### src/rtl/fifo_write_pointer_ctrl.sv
// fifo_write_pointer_ctrl
// Write-domain pointer and full-flag controller for an asynchronous FIFO.
// Keeps the binary write pointer (address plus wrap bit) and a registered Gray
// copy for the read-domain synchronizer. It gates client writes against the
// synchronized read pointer and flags writes that are dropped while full.
//
// Optional feature: define FIFO_WR_LEVEL_EN to add the registered occupancy
// (w_level) and almost-full (w_almost_full) outputs. This also adds the
// Gray-to-binary conversion of the read pointer that they need.

module fifo_write_pointer_ctrl #(
    parameter int ADDR_WIDTH         = 4,
    parameter int ALMOST_FULL_THRESH = 14
) (
    input  logic                  clk,
    input  logic                  rst,
    input  logic                  w_inc,
    input  logic [ADDR_WIDTH:0]   rd_ptr_gray_sync,
    output logic                  w_en,
    output logic [ADDR_WIDTH-1:0] w_addr,
    output logic [ADDR_WIDTH:0]   w_ptr_bin,
    output logic [ADDR_WIDTH:0]   w_ptr_gray,
    output logic                  w_full,
    output logic                  w_overflow
`ifdef FIFO_WR_LEVEL_EN
    ,
    output logic [ADDR_WIDTH:0]   w_level,
    output logic                  w_almost_full
`endif
);

    localparam int PW  = ADDR_WIDTH + 1;
    localparam int MSB = ADDR_WIDTH;

    // The full test inverts the top two Gray bits, so the address needs at
    // least 2 bits. The almost-full threshold cannot exceed the depth.
    if (ADDR_WIDTH < 2) begin : g_bad_addr_width
        $error("fifo_write_pointer_ctrl: ADDR_WIDTH must be at least 2");
    end
    if (ALMOST_FULL_THRESH > (1 << ADDR_WIDTH)) begin : g_bad_thresh
        $error("fifo_write_pointer_ctrl: ALMOST_FULL_THRESH exceeds FIFO depth");
    end

    logic [PW-1:0] w_ptr_bin_q,  w_ptr_bin_d;
    logic [PW-1:0] w_ptr_gray_q, w_ptr_gray_d;
    logic          w_full_q,     w_full_d;
    logic          w_overflow_q, w_overflow_d;
    logic [PW-1:0] rd_full_cmp;

    // The write strobe uses the registered full flag, so the read pointer has
    // no combinational path to any output.
    assign w_en = w_inc & ~w_full_q;

    // Next-pointer, Gray encoding, full and overflow evaluation
    always_comb begin
        // NOTE: every always_comb output gets a default on entry so that no
        // path through the block can leave it unassigned and infer a latch.
        w_ptr_bin_d  = w_ptr_bin_q + {{ADDR_WIDTH{1'b0}}, w_en};
        w_ptr_gray_d = w_ptr_bin_d ^ (w_ptr_bin_d >> 1);
        // The FIFO is full when the write pointer is exactly one lap ahead of
        // the read pointer. In Gray code, that means the top two bits differ
        // and the rest are equal.
        rd_full_cmp  = {~rd_ptr_gray_sync[MSB:MSB-1], rd_ptr_gray_sync[MSB-2:0]};
        w_full_d     = (w_ptr_gray_d == rd_full_cmp);
        w_overflow_d = w_inc & w_full_q;
    end

    // Pointer, Gray copy, full and overflow registers with synchronous reset
    always_ff @(posedge clk) begin
        // NOTE: sequential state uses non-blocking assignments so that every
        // register samples its pre-edge value; blocking assignments here would
        // create order-dependent races between registers.
        if (rst) begin
            w_ptr_bin_q  <= '0;
            w_ptr_gray_q <= '0;
            w_full_q     <= 1'b0;
            w_overflow_q <= 1'b0;
        end else begin
            w_ptr_bin_q  <= w_ptr_bin_d;
            w_ptr_gray_q <= w_ptr_gray_d;
            w_full_q     <= w_full_d;
            w_overflow_q <= w_overflow_d;
        end
    end

    assign w_addr     = w_ptr_bin_q[ADDR_WIDTH-1:0];
    assign w_ptr_bin  = w_ptr_bin_q;
    assign w_ptr_gray = w_ptr_gray_q;
    assign w_full     = w_full_q;
    assign w_overflow = w_overflow_q;

`ifdef FIFO_WR_LEVEL_EN
    localparam logic [PW-1:0] AF_THRESH = PW'(ALMOST_FULL_THRESH);

    logic [PW-1:0] rd_ptr_bin;
    logic [PW-1:0] w_level_q, w_level_d;
    logic          w_almost_full_q, w_almost_full_d;

    // Gray-to-binary conversion of the read pointer and occupancy evaluation
    always_comb begin
        rd_ptr_bin      = '0;
        rd_ptr_bin[MSB] = rd_ptr_gray_sync[MSB];
        for (int i = MSB - 1; i >= 0; i--) begin
            rd_ptr_bin[i] = rd_ptr_bin[i+1] ^ rd_ptr_gray_sync[i];
        end
        // Pointers carry a wrap bit, so the modular difference covers the
        // full range 0..depth.
        w_level_d       = w_ptr_bin_d - rd_ptr_bin;
        w_almost_full_d = (w_level_d >= AF_THRESH);
    end

    // Occupancy and almost-full registers with synchronous reset
    always_ff @(posedge clk) begin
        if (rst) begin
            w_level_q       <= '0;
            w_almost_full_q <= 1'b0;
        end else begin
            w_level_q       <= w_level_d;
            w_almost_full_q <= w_almost_full_d;
        end
    end

    assign w_level       = w_level_q;
    assign w_almost_full = w_almost_full_q;
`endif

endmodule

### config.mk
export PLATFORM = sky130hd
export DESIGN_NAME = fifo_write_pointer_ctrl
export DESIGN_NICKNAME = d
export VERILOG_FILES = /design/src/rtl/fifo_write_pointer_ctrl.sv
export SDC_FILE = /design/constraint.sdc
export NUM_CORES = 1
export LEC_CHECK = 0
export CORE_ASPECT_RATIO = 0.75
export CORE_MARGIN = 2
export CORE_UTILIZATION = 25
export DETAILED_ROUTE_END_ITERATION = 8
export GPL_ROUTABILITY_DRIVEN = 0
export PLACE_DENSITY_LB_ADDON = 0.2
export SLEW_MARGIN = 25
export SYNTH_ARGS = -nofsm -noshare
export SYNTH_HDL_FRONTEND = slang
export SYNTH_SLANG_ARGS = --single-unit
### constraint.sdc
create_clock -name clk -period 2.35 [get_ports clk]
set_input_delay 0.47 -clock clk [delete_from_list [all_inputs] [get_ports clk]]
set_output_delay 0.47 -clock clk [all_outputs]
set_load 0.05 [all_outputs]
==> results of run 1 <==
## per-layer routing
metal / wire [um] / up-vias / share of wire [%]
li1: - / 230 / -
met1: 516 / 191 / 46
met2: 461 / 22 / 41
met3: 133 / 0 / 12
met4: 0 / 0 / 0
met5: 0 / - / 0
## worst min-delay path: stages, from the launching register on
cell and delay [ns]:
dfxtp_1 0.35, nand2_1 0.08, nor2_1 0.03
## layout make-up
type                            count  area [sq um]
Fill cell                         207          1140
Timing Repair Buffer               33           318
Multi-Input combinational cell     37           297
Sequential cell                    11           220
Tap cell                           24          30.0
Clock buffer                        4          26.3
## path summary, 6_finish.rpt
check / end / slack (ns) / cells after the start
max: w_full / 0.13 / 8
min: w_overflow / 0.52 / 2
max reg2reg: w_full / 0.43 / 7
min reg2reg: w_overflow / 0.52 / 2
## state kept, by name (all words and copies together), names as in the netlist
register and cells:
w_ptr_bin 5, w_ptr_gray 4, w_overflow 1, w_full 1
## cells in the mapped netlist
cell type,instances
xor2_1,4
clkbuf_1,1
xnor2_2,2
and3_1,1
ha_1,2
a21boi_0,2
buf_4,5
dfxtp_1,11
or3_1,1
nand4_1,1
nand2_1,1
nor2_1,8
nor2b_1,3
nor4_2,1
nand3_1,1
o22ai_1,1
xnor2_1,9
## power breakdown
group          switching (mW)  internal [mW]
Clock                  0.0682         0.0657
Sequential            0.00661          0.197
Combinational          0.0935         0.0771
Total                   0.168          0.340
## cell families (layout without fill, tap and decap cells)
| logic type | after synthesis | count (layout) |
|---|---|---|
| buffers and inverters | 6 | 37 |
| adders and majority gates | 2 | 2 |
| DFF | 11 | 11 |
| xor gates and xnor gates | 15 | 15 |
| and+or+nand+nor | 17 | 17 |
| AOI/OAI and AO/OA | 3 | 3 |
## what timing repair did
action	4_1_cts	5_1_grt
setup buffers	0	0
gates resized for setup	0	1
setup endpoints to repair	0	1
==> run summary, run 1 <==
CTS max path bufs: 2
syn nets: 64
post-layout net count: 96
CTS H-tree lvls: 1
Simple-Gate Fraction of Synth Area: 16.4%
CTS Root Cell: clkbuf_4
post-route insts no fill: 109
placed cell count: 105
CP Cell Sequence: clkdlybuf4s50_1 > nor2b_4 > ha_1 > ha_1 > xnor2_2 > xnor2_1 > or3_1 > nor4_2
RR Startpoint: w_full
most used cell, CP: ha_1
share of the synthesized area in the top cell type: 40.6%
GRT overflow: 0
Post-Place Worst Slack: -0.176 ns
outcome: completed
largest net degree at the start of global routing: 11
critical path endpoint category: flop
Mapped Area: 543 sq um
post-synthesis mux area share: 0%
HP Class: reg2reg
final instance area: 891 sq um
Min-Delay Startpoint: w_full
Synth Register Bits: 11
clk_skew: 0.0107 ns
PnR Total Power: 508 uW
CP max-delay cell: clkdlybuf4s50_1
Cell Area, Placed: 857 sq um
Pwr per Cell Area: 570 nW/um^2
post-DP HPWL: 849 um
initial antenna violation count: 0
row count: 14
register area share after synthesis: 40.6%
Clock Latency Late Sink: 0.27 ns
Final WS setup: 0.127 ns
Final Critical Period: 2.22 ns
Layout area overhead: 64.1%
adder-cell area share of the yosys netlist: 4.61%
syn avg cell area: 10.1 sq um
synth unique cells: 17
Compound-Gate Fraction of Synth Area: 3.92%
Worst Path Buf+Inv: 1
die area: 2560 sq um
Global Route met2 Usage: 15.2%
synth top area cells: dfxtp_1, xnor2_1, buf_4, xor2_1, xnor2_2
vias per inst: 4.06
Finished Core Util: 43.8%
largest area contributor in the netlist: dfxtp_1
relative slew slack: 66.7%
worst-margin pin slew: 0.497 ns
hold_buf cts: 0
Final period util: 94.6%
RSZ-0062 raised after global routing: no
Worst-path clk slew: 0.08 ns
commonest non-fill, non-tap cells in the layout: clkdlybuf4s50_1, dfxtp_1, xnor2_1, buf_4, nor2_1
Syn Inst Count: 54
Critical Path Start: w_inc
Max VDD drop: 293 uV
layout cell share with drive strength beyond 1: 21.2%
met1 GRT Util: 12.8%
worst hold slack: 0.515 ns
Die H: 44.4 um
M3 GR Usage: 6.43%
Slew Viols, Final: 0
Slowest Stage Delay on Critical Path: 0.49 ns
first-pass GRT wire length: 1930 um
Fmax: 450 MHz
CTS tree: yes
critical path launch point type: primary input
Ys Warns: 0
Avg WL per Cell: 10.2 um
setup violators final: 0
Setup CP Type: in2reg
GR peak layer: met2
Initial Util: 26.7%
DR DRC count: 0
Crit path arrival time: 2.42 ns
number of DRC markers in iteration 0: 7
Diodes inserted: 0
vias in the first global route: 433
commonest non-fill, non-tap cell in the layout: clkdlybuf4s50_1
CTS sink cnt: 11
post-synthesis xor/xnor area fraction: 27.0%
Hold Vio Cnt, Final: 0
Buffers on Ports: 24
post-route ant nets: 0
largest family of logic cells by synthesized area: XOR/XNOR gates
core area: 2030 sq um
GRT Total Usage: 10.4%
Required @ worst endpoint: 2.55 ns
Leak Pwr: 0.348 nW
Crit Path Max Fanout: 2
die width: 57.8 um
WL final: 1110 um
top cell family by delay on the critical path: simple AND/OR/NAND/NOR gates
Inserted Clock Buffers: 3
number of max-cap violations: 0
Setup TNS: 0 ns
DRT Pass-1 Iters: 2
DR vias: 443
I/O pins: 25
No activity file was read; power rests on OpenSTA's default activity.
==> run 2, diff against run 1 <==
Settings changed: CORE_MARGIN 2 to not set, SLEW_MARGIN 25 to 10.
==> run summary, run 2 (same netlist as run 1, synthesis figures left out) <==
largest net degree at the start of global routing: 11 (unchanged)
Leak Pwr: 0.341 nW (was 0.348 nW)
Final WS setup: 0.139 ns (was 0.127 ns)
HP Class: reg2reg (unchanged)
number of max-cap violations: 0 (unchanged)
CTS max path bufs: 2 (unchanged)
Slew Viols, Final: 0 (unchanged)
placed cell count: 104 (was 105)
Setup CP Type: in2reg (unchanged)
CTS H-tree lvls: 1 (unchanged)
met1 GRT Util: 13.9% (was 12.8%)
outcome: completed (unchanged)
Sequential Power Share: 40.3% (was 40.0%)
Diodes inserted: 0 (unchanged)
Layout area overhead: 61.3% (was 64.1%)
postcts setup bufs: 0 (unchanged)
sw frac: 32.9% (was 33.1%)
commonest non-fill, non-tap cell in the layout: clkdlybuf4s50_1 (unchanged)
post-DP HPWL: 890 um (was 849 um)
I/O pins: 25 (unchanged)
die width: 55.8 um (was 57.8 um)
hold_buf cts: 0 (unchanged)
Internal: 338 uW (was 340 uW)
row count: 14 (unchanged)
setup violators final: 0 (unchanged)
vias in the first global route: 445 (was 433)
Buffers on Ports: 24 (unchanged)
Global Route met2 Usage: 17.6% (was 15.2%)
number of DRC markers in iteration 0: 9 (was 7)
RSZ-0062 raised after global routing: no (unchanged)
Pwr per Cell Area: 575 nW/um^2 (was 570 nW/um^2)
worst-margin pin slew: 0.494 ns (was 0.497 ns)
PnR Total Power: 504 uW (was 508 uW)
GR peak layer: met2 (unchanged)
Avg WL per Cell: 10.7 um (was 10.2 um)
Max VDD drop: 224 uV (was 293 uV)
Clock Latency Late Sink: 0.27 ns (about the same)
Hold Vio Cnt, Final: 0 (unchanged)
NetSw: 166 uW (was 168 uW)
first-pass GRT wire length: 1990 um (was 1930 um)
Final Critical Period: 2.21 ns (was 2.22 ns)
GRT Total Usage: 11.4% (was 10.4%)
Finished Core Util: 43.1% (was 43.8%)
Inserted Clock Buffers: 3 (unchanged)
die area: 2360 sq um (was 2560 sq um)
post-route ant nets: 0 (unchanged)
Crit Path Max Fanout: 2 (unchanged)
Initial Util: 26.7% (unchanged)
DR DRC count: 0 (unchanged)
M3 GR Usage: 5.56% (was 6.43%)
Final period util: 94.1% (was 94.6%)
critical path launch point type: primary input (unchanged)
relative slew slack: 66.9% (was 66.7%)
post-route insts no fill: 108 (was 109)
DR vias: 457 (was 443)
CTS sink cnt: 11 (unchanged)
commonest non-fill, non-tap cells in the layout: clkdlybuf4s50_1, dfxtp_1, xnor2_1 (was clkdlybuf4s50_1, dfxtp_1, xnor2_1, buf_4, nor2_1)
layout cell share with drive strength beyond 1: 19.0% (was 21.2%)
Required @ worst endpoint: 2.54 ns (was 2.55 ns)
worst hold slack: 0.502 ns (was 0.515 ns)
combinational share of power: 33.3% (was 33.6%)
vias per inst: 4.23 (was 4.06)
core area: 2030 sq um (unchanged)
DRT Pass-1 Iters: 2 (unchanged)
post-layout net count: 95 (was 96)
CTS tree: yes (unchanged)
clock power share: 26.4% (about the same)
critical path endpoint category: flop (unchanged)
Post-Place Worst Slack: -0.147 ns (was -0.176 ns)
Fmax: 452 MHz (was 450 MHz)
number of cells upsized or downsized after cts: 0 (unchanged)
max reg flops: 5 (unchanged)
GRT overflow: 0 (unchanged)
CTS Root Cell: clkbuf_4 (unchanged)
Worst-path clk slew: 0.07 ns (was 0.08 ns)
Crit path arrival time: 2.40 ns (was 2.42 ns)
initial antenna violation count: 0 (unchanged)
WL final: 1150 um (was 1110 um)
clk_skew: 0.00212 ns (was 0.0107 ns)
Die H: 42.4 um (was 44.4 um)
[run 2: changes by cell type in the layout (fill, tap and decap cells not counted)]
cell    delta
xor2_1     +1
buf_4      -1
xor2_2     -1
[run 2: worst paths after layout]
check	from	endpoint	slack (ns)	depth (start not counted)
worst min-delay path	w_full	w_overflow	0.50	2
worst max-delay path	w_inc	w_full	0.14	8
worst max register to register	w_full	w_full	0.44	7
worst min register to register	w_full	w_overflow	0.50	2
[run 2: per-layer routing]
layer / wire length, um / part of all wire [%]
met1: 545 / 47
met5: 0 / 0
met3: 72 / 6.2
met2: 525 / 45
met4: 10 / 0.87
[run 2: power by group through the flow]
| stage | Sequential (mW) | Combinational (mW) | Clock (mW) |
|---|---|---|---|
| after global routing | 0.205 | 0.177 | 0.153 |
| after detailed placement | 0.208 | 0.170 | 0 |
| after floorplan | 0.243 | 0.0756 | 0 |
| after global placement | 0.208 | 0.168 | 0 |
| after CTS | 0.203 | 0.170 | 0.142 |
| final | 0.203 | 0.168 | 0.133 |
[run 2: worst max-delay path, stage by stage]
cell and delay [ns]:
clkdlybuf4s50_1 0.42, nor2b_4 0.13, ha_1 0.21, ha_1 0.33, xnor2_2 0.16, xnor2_1 0.13, or3_1 0.35, nor4_2 0.20
[run 2: final cells by class]
cell class | instances | area (sq um)
fillers | 227 | 1160
repair buffers | 32 | 310
multi-input cells | 37 | 289
flip-flops and latches | 11 | 220
well taps | 24 | 30.0
clock buffers | 4 | 26.3
[run 2: stage by stage]
| step | TNS, ns | instance area [sq um] |
|---|---|---|
| after floorplan | 0 | 551 |
| after global placement | -0.118 | 850 |
| after detailed placement | -0.193 | 850 |
| after CTS | 0 | 876 |
| after global routing | 0 | 876 |
| final | 0 | 876 |
